<file path="config.mk">
export PLATFORM = sky130hd
export DESIGN_NAME = branch_ctrl
export DESIGN_NICKNAME = d
export VERILOG_FILES = /design/src/rtl/branch_ctrl.sv
export SDC_FILE = /design/constraint.sdc
export NUM_CORES = 1
export LEC_CHECK = 0
export BUFFER_PORTS_ARGS = -buffer_cell sky130_fd_sc_hd__clkbuf_2
export CORE_ASPECT_RATIO = 1.5
export CORE_MARGIN = 3
export CORE_UTILIZATION = 43
export CTS_CLUSTER_DIAMETER = 40
export DETAILED_ROUTE_END_ITERATION = 10
export GPL_TIMING_DRIVEN = 0
export PLACE_DENSITY = 0.81
export SYNTH_ARGS = -nofsm -noshare
export SYNTH_HDL_FRONTEND = slang
export SYNTH_SLANG_ARGS = --single-unit
</file>
<file path="constraint.sdc">
create_clock -name clk -period 3.8 [get_ports clk]
set_input_delay 0.38 -clock clk [delete_from_list [all_inputs] [get_ports clk]]
set_output_delay 0.38 -clock clk [all_outputs]
set_load 0.005 [all_outputs]
</file>
<file path="src/rtl/branch_ctrl.sv">
// Branch/jump control: holds the PC and the N/Z status flags, decodes the branch status
// from the decoder and selects the next PC (relative, register, or memory-indirect target).
module branch_ctrl #(
    parameter logic [31:0] RESET_PC = 32'h0000_0000
) (
    input  logic        clk,
    input  logic        reset_n,
    input  logic [2:0]  status,
    input  logic        pc_hold,
    input  logic        flag_we,
    input  logic [31:0] alu_result,
    input  logic        alu_zero,
    input  logic [31:0] imm_ext,
    input  logic [31:0] rs_data,
    input  logic [31:0] mem_rdata,
    output logic [31:0] pc,
    output logic [31:0] pc_plus4,
    output logic        taken,
    output logic        link_we,
    output logic [31:0] link_data,
    output logic        flag_n,
    output logic        flag_z
);

    typedef enum logic [2:0] {
        OpNone = 3'b000,
        OpBmn  = 3'b001,
        OpBrz  = 3'b010,
        OpBz   = 3'b011,
        OpJmor = 3'b100,
        OpJalm = 3'b101,
        OpRsvd = 3'b110,
        OpBeq  = 3'b111
    } op_e;

    logic [31:0] pc_q, pc_d;
    logic        flag_n_q, flag_z_q;
    logic [31:0] btgt;
    logic [31:0] target;
    logic        link_op;
    op_e         op;

    assign op        = op_e'(status);
    assign pc_plus4  = pc_q + 32'd4;
    assign btgt      = pc_plus4 + {imm_ext[29:0], 2'b00};
    assign link_data = pc_plus4;

    always_comb begin
        taken   = 1'b0;
        target  = pc_plus4;
        link_op = 1'b0;
        case (op)
            OpBeq: begin
                taken  = alu_zero;
                target = btgt;
            end
            OpBmn: begin
                taken  = flag_n_q;
                target = mem_rdata;
            end
            OpBrz: begin
                taken  = flag_z_q;
                target = rs_data;
            end
            OpBz: begin
                taken  = flag_z_q;
                target = btgt;
            end
            OpJmor: begin
                taken  = 1'b1;
                target = mem_rdata;
            end
            OpJalm: begin
                taken   = 1'b1;
                target  = mem_rdata;
                link_op = 1'b1;
            end
            default: begin
                taken   = 1'b0;
                target  = pc_plus4;
                link_op = 1'b0;
            end
        endcase
    end

    // Untaken conditions fall back to pc_plus4; every PC load is word-aligned.
    assign pc_d    = (taken ? target : pc_plus4) & ~32'h3;
    assign link_we = link_op & ~pc_hold & reset_n;

    always_ff @(posedge clk or negedge reset_n) begin
        if (!reset_n) begin
            pc_q     <= RESET_PC & ~32'h3;
            flag_n_q <= 1'b0;
            flag_z_q <= 1'b0;
        end else if (!pc_hold) begin
            pc_q <= pc_d;
            if (flag_we) begin
                flag_z_q <= (alu_result == 32'd0);
                flag_n_q <= alu_result[31];
            end
        end
    end

    assign pc     = pc_q;
    assign flag_n = flag_n_q;
    assign flag_z = flag_z_q;

endmodule

</file>
==> results of run 1 <==
==> kinds of logic after synthesis <==
kind of cell | Yosys count
AO/OA/AOI/OAI | 211
XOR/XNOR | 49
adder cells (fa/ha/maj) | 35
buffers and inverters | 88
flip-flops | 32
multiplexers | 5
other | 1
AND/OR/NAND/NOR | 238
==> Yosys cell counts (10+ instances only) <==
cell type | number | share of area
a21o_1 | 21 | 0.033
a21oi_1 | 50 | 0.052
a31oi_1 | 24 | 0.031
buf_4 | 36 | 0.056
clkbuf_1 | 25 | 0.020
dfrtp_1 | 32 | 0.17
ha_1 | 34 | 0.089
inv_1 | 15 | 0.012
nand2_1 | 76 | 0.060
nand3_1 | 33 | 0.034
nand4_1 | 12 | 0.016
nor2_1 | 53 | 0.042
nor4_1 | 10 | 0.013
o21ai_0 | 36 | 0.038
o22ai_1 | 14 | 0.018
xnor2_1 | 31 | 0.057
xor2_1 | 17 | 0.031
==> final timing paths <==
| kind | from | to | cells after the start |
|---|---|---|---|
| min in group clk | alu_result[31] | flag_n | 2 |
| setup reg to reg | pc[3] | pc[31] | 16 |
| hold reg to reg | flag_z | flag_z | 2 |
| hold / removal | reset_n | pc[8] | 1 |
| max in group asynchronous | reset_n | pc[2] | 1 |
| setup / recovery | pc[3] | pc[31] | 16 |
==> metal layers <==
metal,global-route usage,vias up
met2,0.555,433
met4,0.166,0
li1,-,2912
met3,0.0456,88
met1,0.332,2903
met5,0,-
==> report_power, final <==
| part | internal (uW) | switching [uW] | leakage [uW] | total [uW] |
|---|---|---|---|---|
| registers | 435 | 172 | 0.000362 | 608 |
| logic | 1150 | 1210 | 0.00293 | 2360 |
| clock network | 238 | 162 | 0.0000667 | 400 |
==> sequential cells by signal (all words and copies together) (netlist names) <==
signal,count
flag_n,1
flag_z,1
pc,30
==> area by class of cell <==
class,instances,share of cell area
Buffer,68,0.0653
Inverter,16,0.00869
Timing Repair Buffer,256,0.199
Clock buffer,6,0.0186
Multi-Input combinational cell,544,0.564
Sequential cell,32,0.117
Tap cell,144,0.0261
Clock inverter,1,0.000724
==> critical path, stage by stage, from the launching register on <==
cell and delay, ps:
dfrtp_1 440, ha_4 170, nand4_1 80, buf_6 160, nor2_4 190, and3_4 240, xnor2_2 150, ha_1 300
a21o_1 200, a221o_1 350, a21oi_2 150, o21ai_2 80, a2111o_1 310, o21a_1 230, o311ai_4 260, mux2i_1 260
o31ai_2 70
==> cell usage in the layout, fill, tap and decap left out, types with 14 or more instances in the layout <==
| cell | Yosys | routed |
|---|---|---|
| a21o_1 | 21 | 21 |
| a21oi_1 | 50 | 46 |
| a31oi_1 | 24 | 24 |
| buf_4 | 36 | 70 |
| clkbuf_1 | 25 | 23 |
| clkbuf_2 | 0 | 220 |
| dfrtp_1 | 32 | 23 |
| ha_1 | 34 | 29 |
| inv_1 | 15 | 15 |
| nand2_1 | 76 | 75 |
| nand3_1 | 33 | 30 |
| nor2_1 | 53 | 49 |
| o21ai_0 | 36 | 36 |
| o22ai_1 | 14 | 14 |
| xnor2_1 | 31 | 17 |
| xnor2_2 | 1 | 14 |
==> stage by stage <==
step                      total power [uW]  area [sq um]  hold slack [ps]
final                                 3370          6910              221
after global routing                  3600          6910              280
after CTS                             3190          6650              234
after detailed placement              2620          6140              522
after global placement                2590          6140              503
after floorplan                       1930          4850             84.4
==> timing repair <==
| action | in CTS | in global routing |
|---|---|---|
| buffers inserted | 23 | 13 |
| pin swaps | 18 | 21 |
| endpoints found under the setup margin | 18 | 10 |
| endpoints found under the hold margin | 0 | 0 |
| gates resized for setup | 43 | 34 |
==> metrics.txt, run 1 <==
Critical Setup Path Class reg -> reg; largest family of logic cells by synthesized area compound AO/OA/AOI/OAI gates; core area 10700 sq um; worst vdd ir between 0.2 and 0.25 mV; final setup margin between 8 and 9 ps; final core utilization 0.646; met2 wire length 10.2 mm; clock buffer count from CTS 5; number of global-route vias before repair 6125; sequential element share of the synthesized area 0.167; Skew-Pair Late Insertion Delay 290 ps; status completed; Multi-input gate area 3900 sq um; dpl cells 1028; total clock sinks 32; Remaining DRCs 0; Final Setup Violations 0; CP startpoint kind register; initial antenna violation count 0; Yosys cell types 66; Syn Std Cell Area around 4800 sq um; FFs w/ async S/R, synth 1.00; gr usage total 0.303; Top FF cell, synth dfrtp_1; CP endpoint kind register; Layout Area Growth over Synthesis 44.3%; Synth Area in XOR/XNOR 0.0911; met1 wire length around 6.8 mm; Layout fillers 956; drt first pass iters 7; Layout Cells excl Fill 1067; TritonCTS clock tree done; reg2reg setup slack 8 ps; required time of the critical path 3970 ps; layout cells sized above 1 0.413; chip width 92.2 um; compound-cell area share of the yosys netlist 0.286; initial drt markers 562; count of pins over their slew limit 0; routed wire length 19.9 mm; n_diodes 0; syn_area_per_cell 7.27 sq um; first-pass GRT wire length 30.2 mm; Fmax ~260 MHz; adder-cell area share of the yosys netlist 0.0930; relative slew slack 0.376; mux cell area share after synthesis 0.0112; row cnt between 40 and 50; worst-path fanout max 4; gate count after technology mapping 659; Pleak 0.00336 uW; clk_skew 7.23 ps; Max Used Layer met4; dpl ws -796 ps; Crit path arrival time ~4000 ps; Final HPWL DP 15.1 mm; routed via count between 6000 and 7000; largest net degree at the start of global routing 34; H-tree depth 2; hold buffer count at cts 0; min cycle time layout 3790 ps; Final period util 0.998; Routed Antenna Nets 0; GP Congestion 0.982; Register Area slightly above 800 sq um; number of synthesized flops with an enable pin 0; Routed met3 length between 1.5 and 2 mm; Port Buf Inserts 220; CTS Buffer Depth 2; vias per std cell 5.94; Wirelength per Cell 18.6 um; Cell Pwr Density 487 nW/um^2; max cap viols 0; RSZ-0062 raised after global routing yes; Simple-Gate Fraction of Synth Area 0.241; IO Pins approximately 240; Initial Utilization 0.448; # nets final 1094; CTS root buf clkbuf_16; Worst Hold Class in -> async; final hold vios 0; Reg clk slew, reported paths roughly 60 ps; worst slew pin tran 935 ps; Die Ht ~140 um; DIE AREA 12500 sq um; Setup TNS Final 0 ps; FF+latch count, synth 32; Synth Warn # 0; GR Overflow Total 0
Note: power is estimated with default switching activity, not from simulation.
==> inputs of run 2 (changes only) <==
--- a/config.mk
+++ b/config.mk
@@ -6,13 +6,14 @@
 export NUM_CORES = 1
 export LEC_CHECK = 0
 export BUFFER_PORTS_ARGS = -buffer_cell sky130_fd_sc_hd__clkbuf_2
-export CORE_ASPECT_RATIO = 1.5
+export CORE_ASPECT_RATIO = 0.7
 export CORE_MARGIN = 3
 export CORE_UTILIZATION = 43
 export CTS_CLUSTER_DIAMETER = 40
 export DETAILED_ROUTE_END_ITERATION = 10
 export GPL_TIMING_DRIVEN = 0
 export PLACE_DENSITY = 0.81
+export RECOVER_POWER = 100
 export SYNTH_ARGS = -nofsm -noshare
 export SYNTH_HDL_FRONTEND = slang
 export SYNTH_SLANG_ARGS = --single-unit
==> metrics.txt, run 2 (synthesis results as in run 1) <==
status finished with violations; violated checks capacitance limit, slew limit, setup timing; Final period util 1.03 (+0.0293); Wirelength per Cell 20.2 um (+8.3%); chip width 132 um (+43%); largest net degree at the start of global routing 34 (unchanged); final core utilization 0.660 (+0.0138); vias per std cell 6.02 (+1.4%); Pleak 0.00337 uW (+0.23%); DIE AREA 12500 sq um (about the same); Remaining DRCs 0 (unchanged); Most Used Layer, Global Route met2; TritonCTS clock tree done; gr usage total 0.316 (+0.0128); count of pins over their slew limit 34 (+34); # nets final 1101 (+0.64%); combinational power share 0.701 (about the same); CTS root buf clkbuf_16; clock network power share 0.124 (+0.005); initial antenna violation count 0 (unchanged); cell-internal power 1870 uW (+2.3%); met2 usage 0.502 (-0.0527); GR Overflow Total 0 (unchanged); clock buffer count from CTS 5 (unchanged); final hold vios 0 (unchanged); Layout Area Growth over Synthesis 45.7%; reg2reg setup slack -100 ps (-110 ps); Final Setup Violations 2 (+2); Port Buf Inserts 220 (unchanged); H-tree depth 2 (unchanged); Worst Hold Class in -> reg; worst slew pin tran 2130 ps (+1200 ps); core area 10600 sq um (-1.1%); RSZ-0062 raised after global routing yes; total clock sinks 32 (unchanged); switching share of power 0.462 (+0.00377); worst vdd ir 0.246 mV (+11%); Seq pwr share 0.175 (-0.005); Initial Utilization 0.453 (+0.00492); commonest cells after routing, fill and taps aside 218 x clkbuf_2, 76 x buf_4, 73 x nand2_1; min cycle time layout 3900 ps (+111 ps); Die Ht 94.3 um (-30%); drt first pass iters 7 (unchanged); CTS Buffer Depth 2 (unchanged); met3 Resource Use GR 0.0926 (+0.0470); worst-path fanout max 4 (unchanged); row cnt 31 (-33%); Skew-Pair Late Insertion Delay 290 ps (about the same); Cell Pwr Density 497 nW/um^2 (+2.0%); Crit path arrival time 4060 ps (+100 ps); clk_skew 7.09 ps (-0.135 ps); most common cell after layout, fill and taps aside clkbuf_2; NetSw 1600 uW (+3.9%); routed via count 6497 (+2.5%); routed wire length 21.8 mm (+9.5%); max cap viols 1 (+1); max reg flops 30 (unchanged); CP startpoint kind register; CP endpoint kind register; layout cells sized above 1 0.422 (+0.00934); GP Congestion 0.983 (+0.10%); required time of the critical path 3960 ps (about the same); IO Pins 236 (unchanged); Reg clk slew, reported paths 60 ps (about the same); Routed Antenna Nets 0 (unchanged); initial drt markers 1039 (+85%); Fmax 256 MHz (-2.9%); placed inst area 6140 sq um (about the same); number of global-route vias before repair 5906 (-3.6%); dpl ws -739 ps (+57.5 ps); met1 usage 0.419 (+0.0870); first-pass GRT wire length 31.3 mm (+3.5%); relative slew slack -0.423 (-0.799); n_diodes 0 (unchanged); Critical Setup Path Class reg -> reg; final setup margin -103 ps (-111 ps); Final HPWL DP 15.8 mm (+4.9%); total power 3470 uW (+3.0%); post-route cell area 6980 sq um (+1.0%)
run 2: changes by cell type in the layout (fill, tap and decap cells not counted), moves of 3 or more:
cell / change
clkbuf_1: +5
buf_4: +6
ha_2: +3
ha_1: -4
run 2: metrics by stage:
step | TNS (ps) | hold slack (ps) | cells
4_1_cts | -167 | 263 | 1060
3_3_place_gp | -6940 | 489 | 1032
2_1_floorplan | -41.3 | 84.4 | 664
6_report | -181 | 345 | 1079
5_1_grt | -436 | 367 | 1079
3_5_place_dp | -6920 | 508 | 1032
run 2: critical path, cell delays in order, from the launching register on:
cell	delay, ps
dfrtp_1	450
and4_4	290
nand3_4	130
nor4_4	350
nand2_2	140
xnor2_2	170
ha_1	320
and2_4	160
a221o_1	350
a21oi_2	150
o21ai_2	90
a2111o_1	340
o21a_1	220
o311ai_2	260
mux2i_1	270
o31ai_2	80
run 2: area by class of cell:
type                       count  area [sq um]
inverter                      16          60.1
multi-input combinational    544          3920
buffer                        69           444
tap                          148           185
timing repair buffer         262          1420
clock buffer                   8           146
sequential                    32           812
fill                         923          3600
run 2: metal layers:
metal | vias up | routed length, um
met5 | - | 0
met4 | 0 | 658
met3 | 69 | 3170
met2 | 555 | 9770
met1 | 2931 | 8180
li1 | 2942 | -
run 2: worst paths after layout:
check                               start      to  depth (start not counted)
max in group asynchronous         reset_n   pc[3]                          1
max                                pc[14]  pc[31]                         15
min reg2reg                        flag_z  flag_z                          2
min in group asynchronous         reset_n   pc[8]                          1
min                        alu_result[31]  flag_n                          2
max reg2reg                        pc[14]  pc[31]                         15
run 2: what timing repair did:
action                     CTS  global route
setup buffers               22            20
hold buffers                 0             0
gates resized for setup     39            41
pin swaps                   21            18
setup endpoints to repair   18            10
run 2: power by group through the flow:
stage	Sequential (uW)	Clock (uW)	Combinational, uW
after floorplan	560	0	1370
after global placement	581	0	2050
after detailed placement	583	0	2060
after CTS	593	421	2200
after global routing	619	434	2620
final	608	429	2430
==> inputs of run 3 (changes only) <==
--- a/config.mk
+++ b/config.mk
@@ -12,6 +12,7 @@
 export CTS_CLUSTER_DIAMETER = 40
 export DETAILED_ROUTE_END_ITERATION = 10
 export GPL_TIMING_DRIVEN = 0
+export MAX_ROUTING_LAYER = met4
 export PLACE_DENSITY = 0.81
 export RECOVER_POWER = 100
 export SYNTH_ARGS = -nofsm -noshare
==> metrics.txt, run 3 (synthesis results as in run 1) <==
status finished with violations; violated checks capacitance limit, slew limit, setup timing; initial drt markers 1033 (-0.58%); Remaining DRCs 0 (unchanged); Routed met3 length 3.23 mm (+1.8%); # nets final 1102 (+0.091%); switching share of power 0.462 (-0.000540); layout cells sized above 1 0.408 (-0.0144); largest net degree at the start of global routing 34 (unchanged); n_diodes 0 (unchanged); clk_skew 10.8 ps (+3.66 ps); Reg clk slew, reported paths 60 ps (about the same); Layout fillers 902 (-2.3%); CP endpoint kind register; routed wire length 22.1 mm (+1.6%); Fmax 252 MHz (-1.8%); post-route cell area 7090 sq um (+1.5%); gr usage total 0.329 (+0.0125); Routed Antenna Nets 0 (unchanged); Worst Hold Class in -> reg; dpl ws -822 ps (-83.4 ps); combinational power share 0.694 (-0.007); count of pins over their slew limit 34 (unchanged); clock buffer count from CTS 5 (unchanged); IO Pins 236 (unchanged); placed inst area 6140 sq um (unchanged); worst vdd ir 0.234 mV (-5.0%); CP startpoint kind register; chip width 132 um (unchanged); DIE AREA 12500 sq um (unchanged); met1 wire length 8.23 mm (+0.65%); Initial Utilization 0.453 (unchanged); GP Congestion 1.00 (+1.8%); core area 10600 sq um (unchanged); vias per std cell 6.11 (+1.5%); worst slew pin tran 2200 ps (+67.5 ps); H-tree depth 2 (unchanged); reg2reg setup slack -170 ps (-70 ps); Final HPWL DP 15.9 mm (+0.51%); Skew-Pair Late Insertion Delay 290 ps (about the same); Die Ht 94.3 um (unchanged); GR Overflow Total 0 (unchanged); Cell Pwr Density 504 nW/um^2 (+1.4%); first-pass GRT wire length 31.4 mm (+0.35%); required time of the critical path 3970 ps (about the same); Final Setup Violations 5 (+3); relative slew slack -0.468 (-0.0450); commonest cells after routing, fill and taps aside 206 x clkbuf_2, 74 x nand2_1, 73 x buf_4; Final period util 1.05 (+0.0187); Critical Setup Path Class reg -> reg; clock network power share 0.138 (+0.014); CTS root buf clkbuf_16; RSZ-0062 raised after global routing yes; final setup margin -174 ps (-71.0 ps); row cnt 31 (unchanged); cell-internal power 1920 uW (+3.0%); Setup TNS Final -384 ps (-204 ps); final hold vios 0 (unchanged); max cap viols 1 (unchanged); routed via count 6600 (+1.6%); Pleak 0.00337 uW (about the same); worst-path fanout max 4 (unchanged); met2 wire length 9.84 mm (+0.74%); Wirelength per Cell 20.5 um (+1.5%); total power 3570 uW (+2.9%); total clock sinks 32 (unchanged); CTS Buffer Depth 2 (unchanged); max reg flops 30 (unchanged); most common cell after layout, fill and taps aside clkbuf_2; Port Buf Inserts 220 (unchanged); TritonCTS clock tree done; min cycle time layout 3970 ps (+71.0 ps); number of global-route vias before repair 5732 (-2.9%); drt first pass iters 7 (unchanged); Crit path arrival time 4150 ps (+90 ps); NetSw 1650 uW (+2.8%); Max Used Layer met4; initial antenna violation count 0 (unchanged); Layout Area Growth over Synthesis 47.9%; Seq pwr share 0.169 (-0.006)
[run 3: changes by cell type in the layout (fill, tap and decap cells not counted), sizes merged]
cell / previous run / this run
clkinvlp: 0 / 1
clkinv: 1 / 2
buf: 81 / 80
bufinv: 0 / 1
clkbuf: 257 / 256
[run 3: final cells by class]
| type | instances | area, sq um | area share |
|---|---|---|---|
| multi-input combinational | 544 | 4000 | 0.565 |
| timing repair buffer | 264 | 1420 | 0.200 |
| sequential | 32 | 811 | 0.114 |
| buffer | 68 | 444 | 0.0627 |
| tap | 148 | 185 | 0.0261 |
| clock buffer | 5 | 125 | 0.0176 |
| inverter | 16 | 60.1 | 0.00847 |
| clock inverter | 3 | 42.5 | 0.00600 |
[run 3: layer usage]
metal,GRT usage,vias to the layer above
met5,-,-
met4,0.104,0
met3,0.0808,95
met2,0.500,582
met1,0.433,2981
li1,-,2942
[run 3: per-stage QoR]
stage	hold slack, ps	std cells	utilization
floorplan	84.4	664	-
global route	357	1080	0.670
finish	341	1080	0.670
CTS	268	1063	0.634
detailed placement	529	1032	0.580
global placement	488	1032	0.580
[run 3: worst paths after layout]
path                                     start  endpoint  cells past startpoint
worst max-delay path                     pc[2]    pc[31]                     17
worst min-delay path            alu_result[31]    flag_n                      2
worst max register to register           pc[2]    pc[31]                     17
worst min register to register          flag_z    flag_z                      2
max in group asynchronous              reset_n    pc[17]                      1
min in group asynchronous              reset_n     pc[8]                      1
[run 3: power groups by stage]
stage	sequential [uW]	clock [uW]	combinational, uW
3_3_place_gp	583	0	2050
6_report	602	492	2480
3_5_place_dp	586	0	2060
4_1_cts	584	483	2240
5_1_grt	617	496	2660
2_1_floorplan	560	0	1370
[run 3: critical path, stage by stage (launching register included)]
cell and delay, ps:
dfrtp_2 410, ha_4 150, nand4_1 120, buf_6 160, buf_6 110, nor4_4 270
nand2_2 160, xnor2_4 250, ha_4 250, and2_4 140, a221o_1 390, a21oi_2 150
o21ai_2 100, a2111o_1 340, o21a_1 230, o311ai_2 250, mux2i_1 280, o31ai_2 70
[run 3: repair_timing]
item                       CTS  global route
pin swaps                   15            23
setup buffers               25            19
setup endpoints to repair   18            11
resized for setup           48            42
hold buffers                 0             0
